**config.mk**
```make
export PLATFORM = sky130hd
export DESIGN_NAME = if_stage
export DESIGN_NICKNAME = d
export VERILOG_FILES = /design/src/rtl/if_stage_pkg.sv /design/src/rtl/if_stage.sv
export SDC_FILE = /design/constraint.sdc
export NUM_CORES = 1
export LEC_CHECK = 0
export CAP_MARGIN = 10
export CORE_ASPECT_RATIO = 1.1
export CORE_MARGIN = 10
export CORE_UTILIZATION = 31
export DETAILED_ROUTE_END_ITERATION = 7
export PLACE_DENSITY = 0.61
export SYNTH_ARGS = -nofsm -noshare
export SYNTH_HDL_FRONTEND = slang
export SYNTH_SLANG_ARGS = --single-unit
```
**constraint.sdc**
```tcl
create_clock -name clk -period 4.45 [get_ports clk]
set_clock_uncertainty 0.2 [all_clocks]
set_input_delay 0.89 -clock clk [delete_from_list [all_inputs] [get_ports clk]]
set_output_delay 0.89 -clock clk [all_outputs]
set_load 0.02 [all_outputs]
```
**src/rtl/if_stage_pkg.sv**
```systemverilog
// Bus types shared between pre_IF, IF and ID for the instruction-fetch path.
package if_stage_pkg;

    typedef struct packed {
        logic       ex;
        logic [4:0] exccode;
    } exception_t;

    typedef struct packed {
        logic        valid;
        logic        req;
        logic        br_op;
        logic [31:0] pc;
        exception_t  exception;
    } pfs_to_fs_bus_t;

    typedef struct packed {
        logic        valid;
        logic [31:0] inst;
        logic [31:0] pc;
        logic        br_op;
        exception_t  exception;
    } fs_to_ds_bus_t;

endpackage

```
**src/rtl/if_stage.sv**
```systemverilog
// IF stage: waits in order for ICache read data, buffers it across ID stalls,
// and drops responses that belong to fetches cancelled by a pipeline flush.
module if_stage
    import if_stage_pkg::*;
#(
    parameter int CNT_WIDTH = 2
) (
    input  logic           clk,
    input  logic           reset,
    input  pfs_to_fs_bus_t pfs_to_fs_bus,
    output logic           fs_allowin,
    input  logic           pfs_outstanding,
    input  logic           ds_allowin,
    output fs_to_ds_bus_t  fs_to_ds_bus,
    input  logic           flush,
    input  logic           icache_data_ok,
    input  logic [31:0]    icache_rdata,
    output logic           fs_discarding
);

    localparam int SUM_WIDTH = CNT_WIDTH + 2;
    localparam logic [SUM_WIDTH-1:0] CNT_MAX = SUM_WIDTH'((1 << CNT_WIDTH) - 1);

    typedef struct packed {
        logic        req;
        logic        br_op;
        logic [31:0] pc;
        exception_t  exception;
    } fs_entry_t;

    logic                 fs_valid;
    fs_entry_t            fs_bus;
    logic [31:0]          inst_buf;
    logic                 inst_buf_valid;
    logic [CNT_WIDTH-1:0] discard_cnt;

    logic                 discard_active;
    logic                 data_ok_live;
    logic                 discard_dec;
    logic                 fs_waiting;
    logic                 fs_ready_go;
    logic                 lost_on_flush;
    logic [SUM_WIDTH-1:0] discard_sum;

    // While stale responses are outstanding, every data_ok belongs to a cancelled fetch.
    assign discard_active = (discard_cnt != '0);
    assign data_ok_live   = icache_data_ok && !discard_active;
    assign discard_dec    = icache_data_ok && discard_active;

    assign fs_waiting  = fs_valid && fs_bus.req && !fs_bus.exception.ex && !inst_buf_valid;
    assign fs_ready_go = !fs_waiting || data_ok_live;
    assign fs_allowin  = flush || !fs_valid || (fs_ready_go && ds_allowin);

    assign fs_discarding = discard_active;

    // A fetch still waiting when the flush hits leaves one response in flight,
    // unless that response is arriving in this very cycle.
    assign lost_on_flush = flush && fs_waiting && !data_ok_live;

    assign discard_sum = SUM_WIDTH'(discard_cnt)
                       - SUM_WIDTH'(discard_dec)
                       + SUM_WIDTH'(lost_on_flush)
                       + SUM_WIDTH'(flush && pfs_outstanding);

    always_comb begin
        fs_to_ds_bus           = '0;
        fs_to_ds_bus.valid     = fs_valid && fs_ready_go && !flush;
        fs_to_ds_bus.pc        = fs_bus.pc;
        fs_to_ds_bus.br_op     = fs_bus.br_op;
        fs_to_ds_bus.exception = fs_bus.exception;
        if (inst_buf_valid) begin
            fs_to_ds_bus.inst = inst_buf;
        end else if (fs_bus.exception.ex || !fs_bus.req) begin
            fs_to_ds_bus.inst = 32'h0;
        end else begin
            fs_to_ds_bus.inst = icache_rdata;
        end
    end

    always_ff @(posedge clk) begin
        if (reset) begin
            fs_valid       <= 1'b0;
            fs_bus         <= '0;
            inst_buf       <= '0;
            inst_buf_valid <= 1'b0;
        end else if (flush) begin
            fs_valid       <= 1'b0;
            inst_buf_valid <= 1'b0;
        end else if (fs_allowin) begin
            fs_valid         <= pfs_to_fs_bus.valid;
            fs_bus.req       <= pfs_to_fs_bus.req;
            fs_bus.br_op     <= pfs_to_fs_bus.br_op;
            fs_bus.pc        <= pfs_to_fs_bus.pc;
            fs_bus.exception <= pfs_to_fs_bus.exception;
            inst_buf_valid   <= 1'b0;
        end else if (fs_waiting && data_ok_live && !ds_allowin) begin
            inst_buf       <= icache_rdata;
            inst_buf_valid <= 1'b1;
        end
    end

    // The ICache is reset alongside this stage, so reset drops any pending discards.
    always_ff @(posedge clk) begin
        if (reset) begin
            discard_cnt <= '0;
        end else begin
            discard_cnt <= discard_sum[CNT_WIDTH-1:0];
        end
    end

    discard_cnt_no_overflow: assert property (
        @(posedge clk) disable iff (reset) discard_sum <= CNT_MAX
    );

endmodule

```
==> flow_metrics.env <==
export IMPL_nets=602
export IMPL_grt_first_pass_wirelength_um=17000
export IMPL_grt_overflow=0
export IMPL_syn_num_nets=503
export IMPL_syn_area_um2=4130
export IMPL_synth_area_leader_cell="dfxtp_1"
export IMPL_hp_start="fs_to_ds_bus[38]$_SDFFE_PP0P_"
export IMPL_antenna_found_initial=0
export IMPL_worst_setup_path_start_kind="input pin"
export IMPL_seqCellArea_um2=1520
export IMPL_crit_top_cell="clkdlybuf4s50_1"
export IMPL_antennaDiodeCount=0
export IMPL_final_hold_worst_slack_ns=0.267
export IMPL_status="completed"
export IMPL_slowest_delay_ns=0.63
export IMPL_tightestPinTransition_ns=0.687
export IMPL_synth_edff_count=0
export IMPL_max_freq_mhz=260
export IMPL_p_leak_nw=2.12
export IMPL_reg2regPathDepth=9
export IMPL_worstSetupEndpointType="primary output"
export IMPL_rows=44
export IMPL_place_hpwl_um=7660
export IMPL_drcViolationCount=0
export IMPL_postCtsResizedCells=0
export IMPL_async_flop_share=0
export IMPL_die_x_um=130
export IMPL_cts_setup_buffers=0
export IMPL_yosys_top_cells_count="145 x nand2b_1, 76 x dfxtp_1, 72 x mux2i_1"
export IMPL_place_gp_congestion=0.727
export IMPL_drive_above_1_share=0.0533
export IMPL_r2r_end="discard_cnt[1]$_SDFF_PP0_"
export IMPL_min_path_type="reg2reg"
export IMPL_synth_area_mux_share=0.175
export IMPL_drt_antenna_violating_nets=0
export IMPL_finalCritPeriodShare=0.864
export IMPL_cts_tree="built"
export IMPL_synth_fa_ha_area_frac=0.00788
export IMPL_yosysMostFrequentCell="nand2b_1"
export IMPL_clock_sinks=76
export IMPL_coreArea_um2=13100
export IMPL_p_per_area_nw_per_um2=323
export IMPL_irDropWorstVdd_uv=125
export IMPL_synth_compound_area_frac=0.0824
export IMPL_num_vias=3142
export IMPL_drtPass1Iterations=4
export IMPL_drt_initial_drc_count=166
export IMPL_ys_warn_count=0
export IMPL_synth_top_family_by_area="simple AND/OR/NAND/NOR gates"
export IMPL_ctsHoldBuffers=0
export IMPL_syn_to_final_growth_pct=38.5
export IMPL_synth_cell_types=30
export IMPL_synth_simple_area_share=0.249
export IMPL_relSlewSlack=0.542
export IMPL_synth_flop_cell="dfxtp_1"
export IMPL_tns_ns=0
export IMPL_drv_cap=0
export IMPL_synth_cells=422
export IMPL_h_tree_depth=3
export IMPL_synth_seq_area_share=0.368
export IMPL_multi_input_area_um2=2140
export IMPL_cp_slowest_cell="clkdlybuf4s50_1"
export IMPL_cts_made_buffers=9
export IMPL_worstSetupPathType="in2out"
export IMPL_stdcell_count=686
export IMPL_rsz0062_at_grt="false"
export IMPL_critPathArrivalTime_ns=2.75
export IMPL_fin_crit_ns=3.84
export IMPL_synth_area_leaders="dfxtp_1 37%, nand2b_1 22%, mux2i_1 17%"
export IMPL_hold_violations=0
export IMPL_grt_pass1_vias=3235
export IMPL_grt_total_usage=0.115
export IMPL_portBuffers=152
export IMPL_whs_endpoint="fs_to_ds_bus[38]$_SDFFE_PP0P_"
export IMPL_yosys_register_bits=76
export IMPL_whs_path_depth=2
export IMPL_wl_per_cell_um=15.5
export IMPL_worstPathRequired_ns=3.36
export IMPL_start_util=0.315
export IMPL_synth_xor_area_frac=0.00212
export IMPL_fillCellCount=1255
export IMPL_ioPinCount=153
export IMPL_dieArea_um2=18300
export IMPL_cpLargestDelayFamily="buffers and inverters"
export IMPL_rrSetupSlack_ns=1.89
export IMPL_finalSetupViolCount=0
export IMPL_r2r_start="fs_to_ds_bus[5]$_SDFFE_PP0P_"
export IMPL_cts_root_buf="clkbuf_16"
export IMPL_clock_path_buffers=2
export IMPL_grt_max_degree=57
export IMPL_clk_pin_slew_ns=0.06
export IMPL_placedCellCount=671
export IMPL_fp_dieH_um=141
export IMPL_viasPerCell=4.58
export IMPL_crit_fanout=6
export IMPL_path_buf_inv=2
export IMPL_clk_insertion_delay_late_ns=0.33
export IMPL_syn_area_per_cell_um2=9.78
export IMPL_crit_path_cell_trace="clkdlybuf4s50_1 > or3b_1 > nand2_1 > a21o_1 > clkdlybuf4s50_1"
export IMPL_synth_top_area_frac=0.368
export IMPL_finalMaxSlewViolations=0
export IMPL_drt_wl_total_um=10600
## power by group
group          internal [mW]  switching (mW)
Combinational          0.214           0.174
Sequential             0.715          0.0218
Clock                  0.443           0.282
## cell families (layout without fill, tap and decap cells)
kind of cell | count (synthesis) | in the layout
fa+ha+maj | 2 | 2
flops | 76 | 76
compound gates | 38 | 38
xor+xnor | 1 | 1
buf+inv | 72 | 175
simple gates | 161 | 161
mux | 72 | 72
## stage by stage
stage,setup slack (ns),instance area (um2),power (mW),utilization
4_1_cts,0.587,5720,1.88,0.436
6_report,0.605,5720,1.85,0.436
2_1_floorplan,1.60,4130,0.991,-
3_5_place_dp,0.606,5430,1.15,0.414
3_3_place_gp,0.591,5430,1.14,0.414
5_1_grt,0.514,5720,1.94,0.436
## tightest hold or removal path, delay by kind of cell (launching register included)
kind	cells	cell delay, ns
flip-flops	1	0.31
AND/OR/NAND/NOR	1	0.06
multiplexers	1	0.05
## sequential cells by signal, summed over array words and instances, names as in the netlist
signal / flops
fs_to_ds_bus: 39
inst_buf_valid: 1
fs_valid: 1
fs_bus: 1
discard_cnt: 2
inst_buf: 32
## metal layers
| metal | GRT usage | wire (um) | up-vias |
|---|---|---|---|
| li1 | - | - | 1566 |
| met1 | 0.137 | 4750 | 1446 |
| met2 | 0.163 | 4330 | 120 |
| met3 | 0.0698 | 1370 | 10 |
| met4 | 0.0480 | 177 | 0 |
| met5 | 0 | 0 | - |
## placed cells by master (no fill, tap or decap), types with 2 or more instances in the layout
| cell type | n |
|---|---|
| clkbuf_16 | 9 |
| nand2b_1 | 145 |
| inv_1 | 2 |
| clkdlybuf4s50_1 | 151 |
| clkinv_2 | 3 |
| mux2i_1 | 72 |
| and2_1 | 3 |
| a22o_1 | 32 |
| dfxtp_1 | 76 |
| nor2_1 | 2 |
| buf_4 | 6 |
| nor2b_1 | 2 |
## final cells by class
type                    count  share of cell area
flip-flops and latches     76               0.266
well taps                 161              0.0352
clock inverters             5             0.00919
multi-input cells         274               0.373
clock buffers              10              0.0418
repair buffers            158               0.273
inverters                   2             0.00131
## worst max path at each step
stage	from	end	slack (ns)	cells after the start
after detailed placement	icache_data_ok	fs_allowin	0.61	5
final	icache_data_ok	fs_allowin	0.61	5
after floorplan	icache_data_ok	fs_to_ds_bus[71]	1.60	3
after global routing	icache_data_ok	fs_allowin	0.51	5
after global placement	icache_data_ok	fs_allowin	0.59	5
after CTS	icache_data_ok	fs_allowin	0.59	5
(Power assumes the default switching activity.)
